--- config.mk ---
export PLATFORM = sky130hd
export DESIGN_NAME = pc_gen
export DESIGN_NICKNAME = d
export VERILOG_FILES = /design/src/rtl/pc_pkg.sv /design/src/rtl/pc_ras.sv /design/src/rtl/pc_gen.sv
export SDC_FILE = /design/constraint.sdc
export NUM_CORES = 1
export LEC_CHECK = 0
export CORE_AREA = 2 2 86 55
export CTS_CLUSTER_SIZE = 12
export DETAILED_ROUTE_END_ITERATION = 16
export DIE_AREA = 0 0 88 57
export PLACE_DENSITY = 0.95
export SETUP_SLACK_MARGIN = 0.3
export SLEW_MARGIN = 20
export SYNTH_ARGS = -nofsm -noshare
export SYNTH_HDL_FRONTEND = slang
export SYNTH_SLANG_ARGS = --single-unit
--- constraint.sdc ---
create_clock -name clk -period 4.5 [get_ports clk]
set_input_delay 0.45 -clock clk [delete_from_list [all_inputs] [get_ports clk]]
set_output_delay 0.45 -clock clk [all_outputs]
set_load 0.1 [all_outputs]
--- src/rtl/pc_pkg.sv ---
// Shared types and default constants for the fetch PC generator.
package pc_pkg;

   typedef enum logic {
      BOOT,
      RUN
   } pc_state_e;

   localparam logic [31:0] PC_RESET_VEC = 32'h0000_0000;
   localparam logic [31:0] PC_TRAP_VEC  = 32'h0000_0100;
   localparam int unsigned PC_INC       = 4;

endpackage

--- src/rtl/pc_ras.sv ---
// Circular return-address stack; a push when full overwrites the oldest entry.
module pc_ras #(
   parameter int unsigned XLEN      = 32,
   parameter int unsigned RAS_DEPTH = 4
) (
   input  logic            clk_i,
   input  logic            rst_i,
   input  logic            clear_i,
   input  logic            push_i,
   input  logic            pop_i,
   input  logic [XLEN-1:0] push_data_i,
   output logic [XLEN-1:0] top_o,
   output logic            empty_o,
   output logic            full_o
);

   localparam int unsigned PtrW = $clog2(RAS_DEPTH);
   localparam int unsigned CntW = $clog2(RAS_DEPTH + 1);

   logic [XLEN-1:0] stack_q [RAS_DEPTH];
   logic [PtrW-1:0] ptr_q, ptr_d;
   logic [CntW-1:0] cnt_q, cnt_d;
   logic            empty_q, full_q;
   logic            wr_en;
   logic [PtrW-1:0] wr_idx;

   always_comb begin
      ptr_d  = ptr_q;
      cnt_d  = cnt_q;
      wr_en  = 1'b0;
      wr_idx = ptr_q;
      if (clear_i) begin
         cnt_d = '0;
      end else if (push_i && pop_i && !empty_q) begin
         // Return consumes the top while the call replaces it: depth unchanged.
         wr_en = 1'b1;
      end else if (push_i) begin
         ptr_d  = ptr_q + 1'b1;
         wr_en  = 1'b1;
         wr_idx = ptr_d;
         if (cnt_q != CntW'(RAS_DEPTH)) begin
            cnt_d = cnt_q + 1'b1;
         end
      end else if (pop_i && !empty_q) begin
         ptr_d = ptr_q - 1'b1;
         cnt_d = cnt_q - 1'b1;
      end
   end

   always_ff @(posedge clk_i) begin
      if (rst_i) begin
         ptr_q   <= '0;
         cnt_q   <= '0;
         empty_q <= 1'b1;
         full_q  <= 1'b0;
      end else begin
         ptr_q   <= ptr_d;
         cnt_q   <= cnt_d;
         empty_q <= (cnt_d == '0);
         full_q  <= (cnt_d == CntW'(RAS_DEPTH));
      end
   end

   always_ff @(posedge clk_i) begin
      if (wr_en) begin
         stack_q[wr_idx] <= push_data_i;
      end
   end

   assign top_o   = stack_q[ptr_q];
   assign empty_o = empty_q;
   assign full_o  = full_q;

endmodule

--- src/rtl/pc_gen.sv ---
// Fetch PC generator with trap/redirect/hold priority and an optional
// return-address stack built only when PC_GEN_RAS_EN is defined.
module pc_gen
   import pc_pkg::*;
#(
   parameter int unsigned     XLEN      = 32,
   parameter logic [XLEN-1:0] RESET_VEC = XLEN'(PC_RESET_VEC),
   parameter logic [XLEN-1:0] TRAP_VEC  = XLEN'(PC_TRAP_VEC),
   parameter int unsigned     INC       = PC_INC,
   parameter int unsigned     RAS_DEPTH = 4
) (
   input  logic            clk,
   input  logic            rst,
   input  logic            pc_hold,
   input  logic            trap,
   input  logic            redirect_valid,
   input  logic [XLEN-1:0] redirect_pc,
   input  logic            ras_push,
   input  logic            ras_pop,
   output logic [XLEN-1:0] pc,
   output logic            pc_valid,
   output logic            ras_empty,
   output logic            ras_full
);

   localparam logic [XLEN-1:0] ALIGN_MASK = ~(XLEN'(INC) - XLEN'(1));

   pc_state_e       state_q, state_d;
   logic [XLEN-1:0] pc_q, pc_d;
   logic [XLEN-1:0] pc_inc;
   logic [XLEN-1:0] ras_top;
   logic            run;
   logic            ras_ok, ras_push_en, ras_pop_en, ras_clear;

   assign run    = (state_q == RUN);
   assign pc_inc = pc_q + XLEN'(INC);

   // Stack only moves on a plain sequential fetch.
   assign ras_ok      = run && !trap && !redirect_valid && !pc_hold;
   assign ras_push_en = ras_ok && ras_push;
   assign ras_pop_en  = ras_ok && ras_pop;
   assign ras_clear   = run && trap;

   always_comb begin
      state_d = state_q;
      pc_d    = pc_q;
      unique case (state_q)
         BOOT: state_d = RUN;
         RUN: begin
            state_d = RUN;
            if (trap) begin
               pc_d = TRAP_VEC;
            end else if (redirect_valid) begin
               pc_d = redirect_pc & ALIGN_MASK;
            end else if (pc_hold) begin
               pc_d = pc_q;
            end else if (ras_pop && !ras_empty) begin
               pc_d = ras_top;
            end else begin
               pc_d = pc_inc;
            end
         end
         default: state_d = BOOT;
      endcase
   end

   always_ff @(posedge clk) begin
      if (rst) begin
         state_q <= BOOT;
         pc_q    <= RESET_VEC;
      end else begin
         state_q <= state_d;
         pc_q    <= pc_d;
      end
   end

`ifdef PC_GEN_RAS_EN
   pc_ras #(
      .XLEN      (XLEN),
      .RAS_DEPTH (RAS_DEPTH)
   ) u_ras (
      .clk_i       (clk),
      .rst_i       (rst),
      .clear_i     (ras_clear),
      .push_i      (ras_push_en),
      .pop_i       (ras_pop_en),
      .push_data_i (pc_inc),
      .top_o       (ras_top),
      .empty_o     (ras_empty),
      .full_o      (ras_full)
   );
`else
   logic unused_ras;
   assign unused_ras = ras_push_en ^ ras_pop_en ^ ras_clear;
   assign ras_top    = '0;
   assign ras_empty  = 1'b1;
   assign ras_full   = 1'b0;
`endif

   assign pc       = pc_q;
   assign pc_valid = run;

endmodule

==> metrics.md <==
| Metric | Value |
|---|---|
| Crit path time final | 2581 ps |
| Crit-path cells | clkdlybuf4s50_1 > buf_4 > or4b_1 > nand2b_1 > a21oi_1 > o21ai_0 > o41ai_1 |
| Clk_skew | 9.313 ps |
| Yosys reg bits | 31 |
| # clock sinks | 31 |
| Largest net degree at the start of global routing | 31 |
| Hold WS | 543.8 ps |
| FF-to-FF setup slack | 2230 ps |
| Die ar. | 5016 sq um |
| CTS tree | built |
| Min setup slack post-route | 1919 ps |
| Synth warn | 0 |
| Crit start category | input pin |
| Row cnt | 19 |
| Chip height | 57 microns |
| Die Span X | 88 microns |
| P&R area growth vs syn | 40.33% |
| Syn Std Cell Area | 1921 sq um |
| Layout cell share with drive strength beyond 1 | 0.05537 |
| Final setup TNS | 0 ps |
| Vias | 2236 |
| Crit path max-delay family | simple AND/OR/NAND/NOR gates |
| DRC | 0 |
| IO Port Bufs | 65 |
| Worst R2R Path Depth | 6 |
| Routed Antenna Nets | 0 |
| Initial Util | 0.4464 |
| Number of global-route vias before repair | 1960 |
| Post-Synth Simple-Gate Area | 0.2326 |
| Final Hold Fails | 0 |
| Compound-cell area share of the yosys netlist | 0.3003 |
| WP data required | 4700 ps |
| Post-Syn Instances | 244 |
| CP arrival | 2780 ps |
| R2R Path End | pc[28] |
| Post-synthesis sequential area ratio | 0.3231 |
| Vias/cell | 6.043 |
| DRT Pass-1 Iters | 5 |
| Crit-path slowest cell | or4b_1 |
| Crit path max fanout | 27 |
| Worst Hold Depth | 2 |
| Hold_buf cts | 0 |
| Least-Margin Pin Slew | 980.3 ps |
| Avg Inst Size Synth | 7.871 sq um |
| Type of destination of the critical path | register |
| # IOs | 74 |
| Tcrit/Tclk final | 0.5735 |
| Cts repair resizes | 0 |
| Status | completed |
| Largest family of logic cells by synthesized area | compound AO/OA/AOI/OAI gates |
| Leakage power | 0.8818 nW |
| CP max stage delay | 790 ps |
| Max Cap Viol | 0 |
| First-pass GRT wire length | 9.432 mm |
| Clk slew on worst S/H paths | 70 ps |
| Post-Synth XOR/XNOR Area | 0.06840 |
| Storage cell area | 620.6 sq um |
| Total GRT Usage | 0.2425 |
| Most frequent cells in the layout | clkdlybuf4s50_1 (65), dfxtp_1 (31), nor2_1 (19), a22oi_1 (18), nand2_1 (16) |
| Initial antenna violation count | 0 |
| Setup bufs post-CTS | 0 |
| Total grt overflow | 0 |
| Worst-Skew Late Latency | 300 ps |
| Crit Path Class | in2reg |
| H-tree depth | 2 |
| Pwr Total | 0.0006942 W |
| Endpoints failing setup | 0 |
| DRT Wirelength | 5.971 mm |
| Post-DP HPWL | 4.295 mm |
| RSZ-0062 raised after global routing | no |
| Root buf cell | clkbuf_8 |
| Slew Limit Fails | 0 |
| Post-Synth Adder-Cell Area | 0.006515 |
| Relative slew slack | 0.3444 |
| Final nets | 346 |
| Final core occ | 0.6263 |
| Diode count | 0 |
| Worst hold path endpoint | pc[21] |
| Core Box Area | 4303 sq um |
| # fillers | 359 |
| Commonest non-fill, non-tap cell in the layout | clkdlybuf4s50_1 |
| Hold Crit Start | pc[21] |
| Post-synth EDFFs | 0 |
| Pre-CTS WS | 1654 ps |
| Post-synthesis mux area share | 0.005212 |
| TritonCTS Buffers | 5 |
| DRT iter0 DRCs | 316 |
| Cell variety after synth | 48 |
| Routed len/inst | 16.14 microns |
| Pwr dens | 257.6 nW/um^2 |
| Clock buffer depth | 2 |
| Fmax | 387.5 MHz |
| Area of the multi-input gates | 1192 sq um |
| Critical path buffers and inverters | 2 |
| Worst r2r src | pc[2] |
| Routability-driven placement congestion ratio | 0.9227 |
| Hold Crit Class | reg2reg |
| Ys flop type | dfxtp_1 |
| Worst vdd ir | 0.1137 mV |
| FFs w/ async S/R, synth | 0 |
==> routing by layer <==
| metal | global-route usage | wire, microns | vias up |
|---|---|---|---|
| met1 | 0.3585 | 2616 | 1031 |
| met5 | 0 | 0 | - |
| met2 | 0.3355 | 2515 | 143 |
| li1 | - | - | 1049 |
| met4 | 0.07253 | 111 | 0 |
| met3 | 0.07815 | 728 | 13 |
==> sequential cells by signal, summed over array words and instances (netlist names) <==
name      count
pc           30
pc_valid      1
==> power by group <==
group / internal [W] / switching (W)
Clock: 0.000108 / 0.000111
Combinational: 0.0000593 / 0.000119
Sequential: 0.000283 / 0.0000130
==> tightest hold or removal path, cell delays in order, from the launching register on <==
cell and delay (ps):
dfxtp_1 350, o21ai_0 80, a21oi_1 60
==> worst max path at each step <==
stage	endpoint	from	depth (start not counted)	slack, ps
after floorplan	pc[24]	pc[2]	6	1970
after global placement	pc[17]	redirect_valid	5	1700
after detailed placement	pc[17]	redirect_valid	5	1650
after CTS	pc[13]	redirect_valid	7	1960
after global routing	pc[13]	redirect_valid	7	1810
final	pc[13]	redirect_valid	7	1920
==> kinds of logic (layout without fill, tap and decap cells) <==
logic type / Yosys count / count (layout)
AND/OR/NAND/NOR: 82 / 82
multiplexers: 1 / 1
other: 2 / 4
flip-flops: 31 / 31
buffers and inverters: 26 / 87
XOR/XNOR: 15 / 15
AO/OA/AOI/OAI: 86 / 86
adder cells (fa/ha/maj): 1 / 1
==> Yosys cell counts (all sizes together), types with 2 or more instances <==
| cell | instances | share of area |
|---|---|---|
| dfxtp | 31 | 0.32 |
| nor2 | 19 | 0.037 |
| a22oi | 18 | 0.070 |
| nand2 | 16 | 0.031 |
| o21ai | 15 | 0.039 |
| a21oi | 14 | 0.036 |
| nand3 | 14 | 0.046 |
| o22ai | 14 | 0.046 |
| nand4 | 13 | 0.042 |
| xor2 | 12 | 0.055 |
| clkbuf | 9 | 0.018 |
| inv | 9 | 0.018 |
| buf | 8 | 0.025 |
| o31ai | 5 | 0.022 |
| a32oi | 4 | 0.018 |
| and2 | 3 | 0.0098 |
| and3 | 3 | 0.0098 |
| nor3 | 3 | 0.0078 |
| o41ai | 3 | 0.014 |
| xnor2 | 3 | 0.014 |
| a21boi | 2 | 0.0078 |
| a31oi | 2 | 0.0065 |
| and4 | 2 | 0.0091 |
| conb | 2 | 0.0039 |
| nand2b | 2 | 0.0065 |
| nor4 | 2 | 0.014 |
| o211ai | 2 | 0.0078 |
==> stage by stage <==
| stage | std cells | instance area [sq um] |
|---|---|---|
| after floorplan | 246 | 1928 |
| after global placement | 362 | 2614 |
| after detailed placement | 362 | 2614 |
| after CTS | 370 | 2695 |
| after global routing | 370 | 2695 |
| final | 370 | 2695 |
==> final cells by class <==
| class | count | area share |
|---|---|---|
| multi-input cells | 189 | 0.4424 |
| repair buffers | 70 | 0.2553 |
| flip-flops and latches | 31 | 0.2303 |
| well taps | 63 | 0.02925 |
| clock buffers | 7 | 0.02832 |
| inverters | 9 | 0.01253 |
| clock inverters | 1 | 0.001857 |
Power figures use the tool's default switching activity.
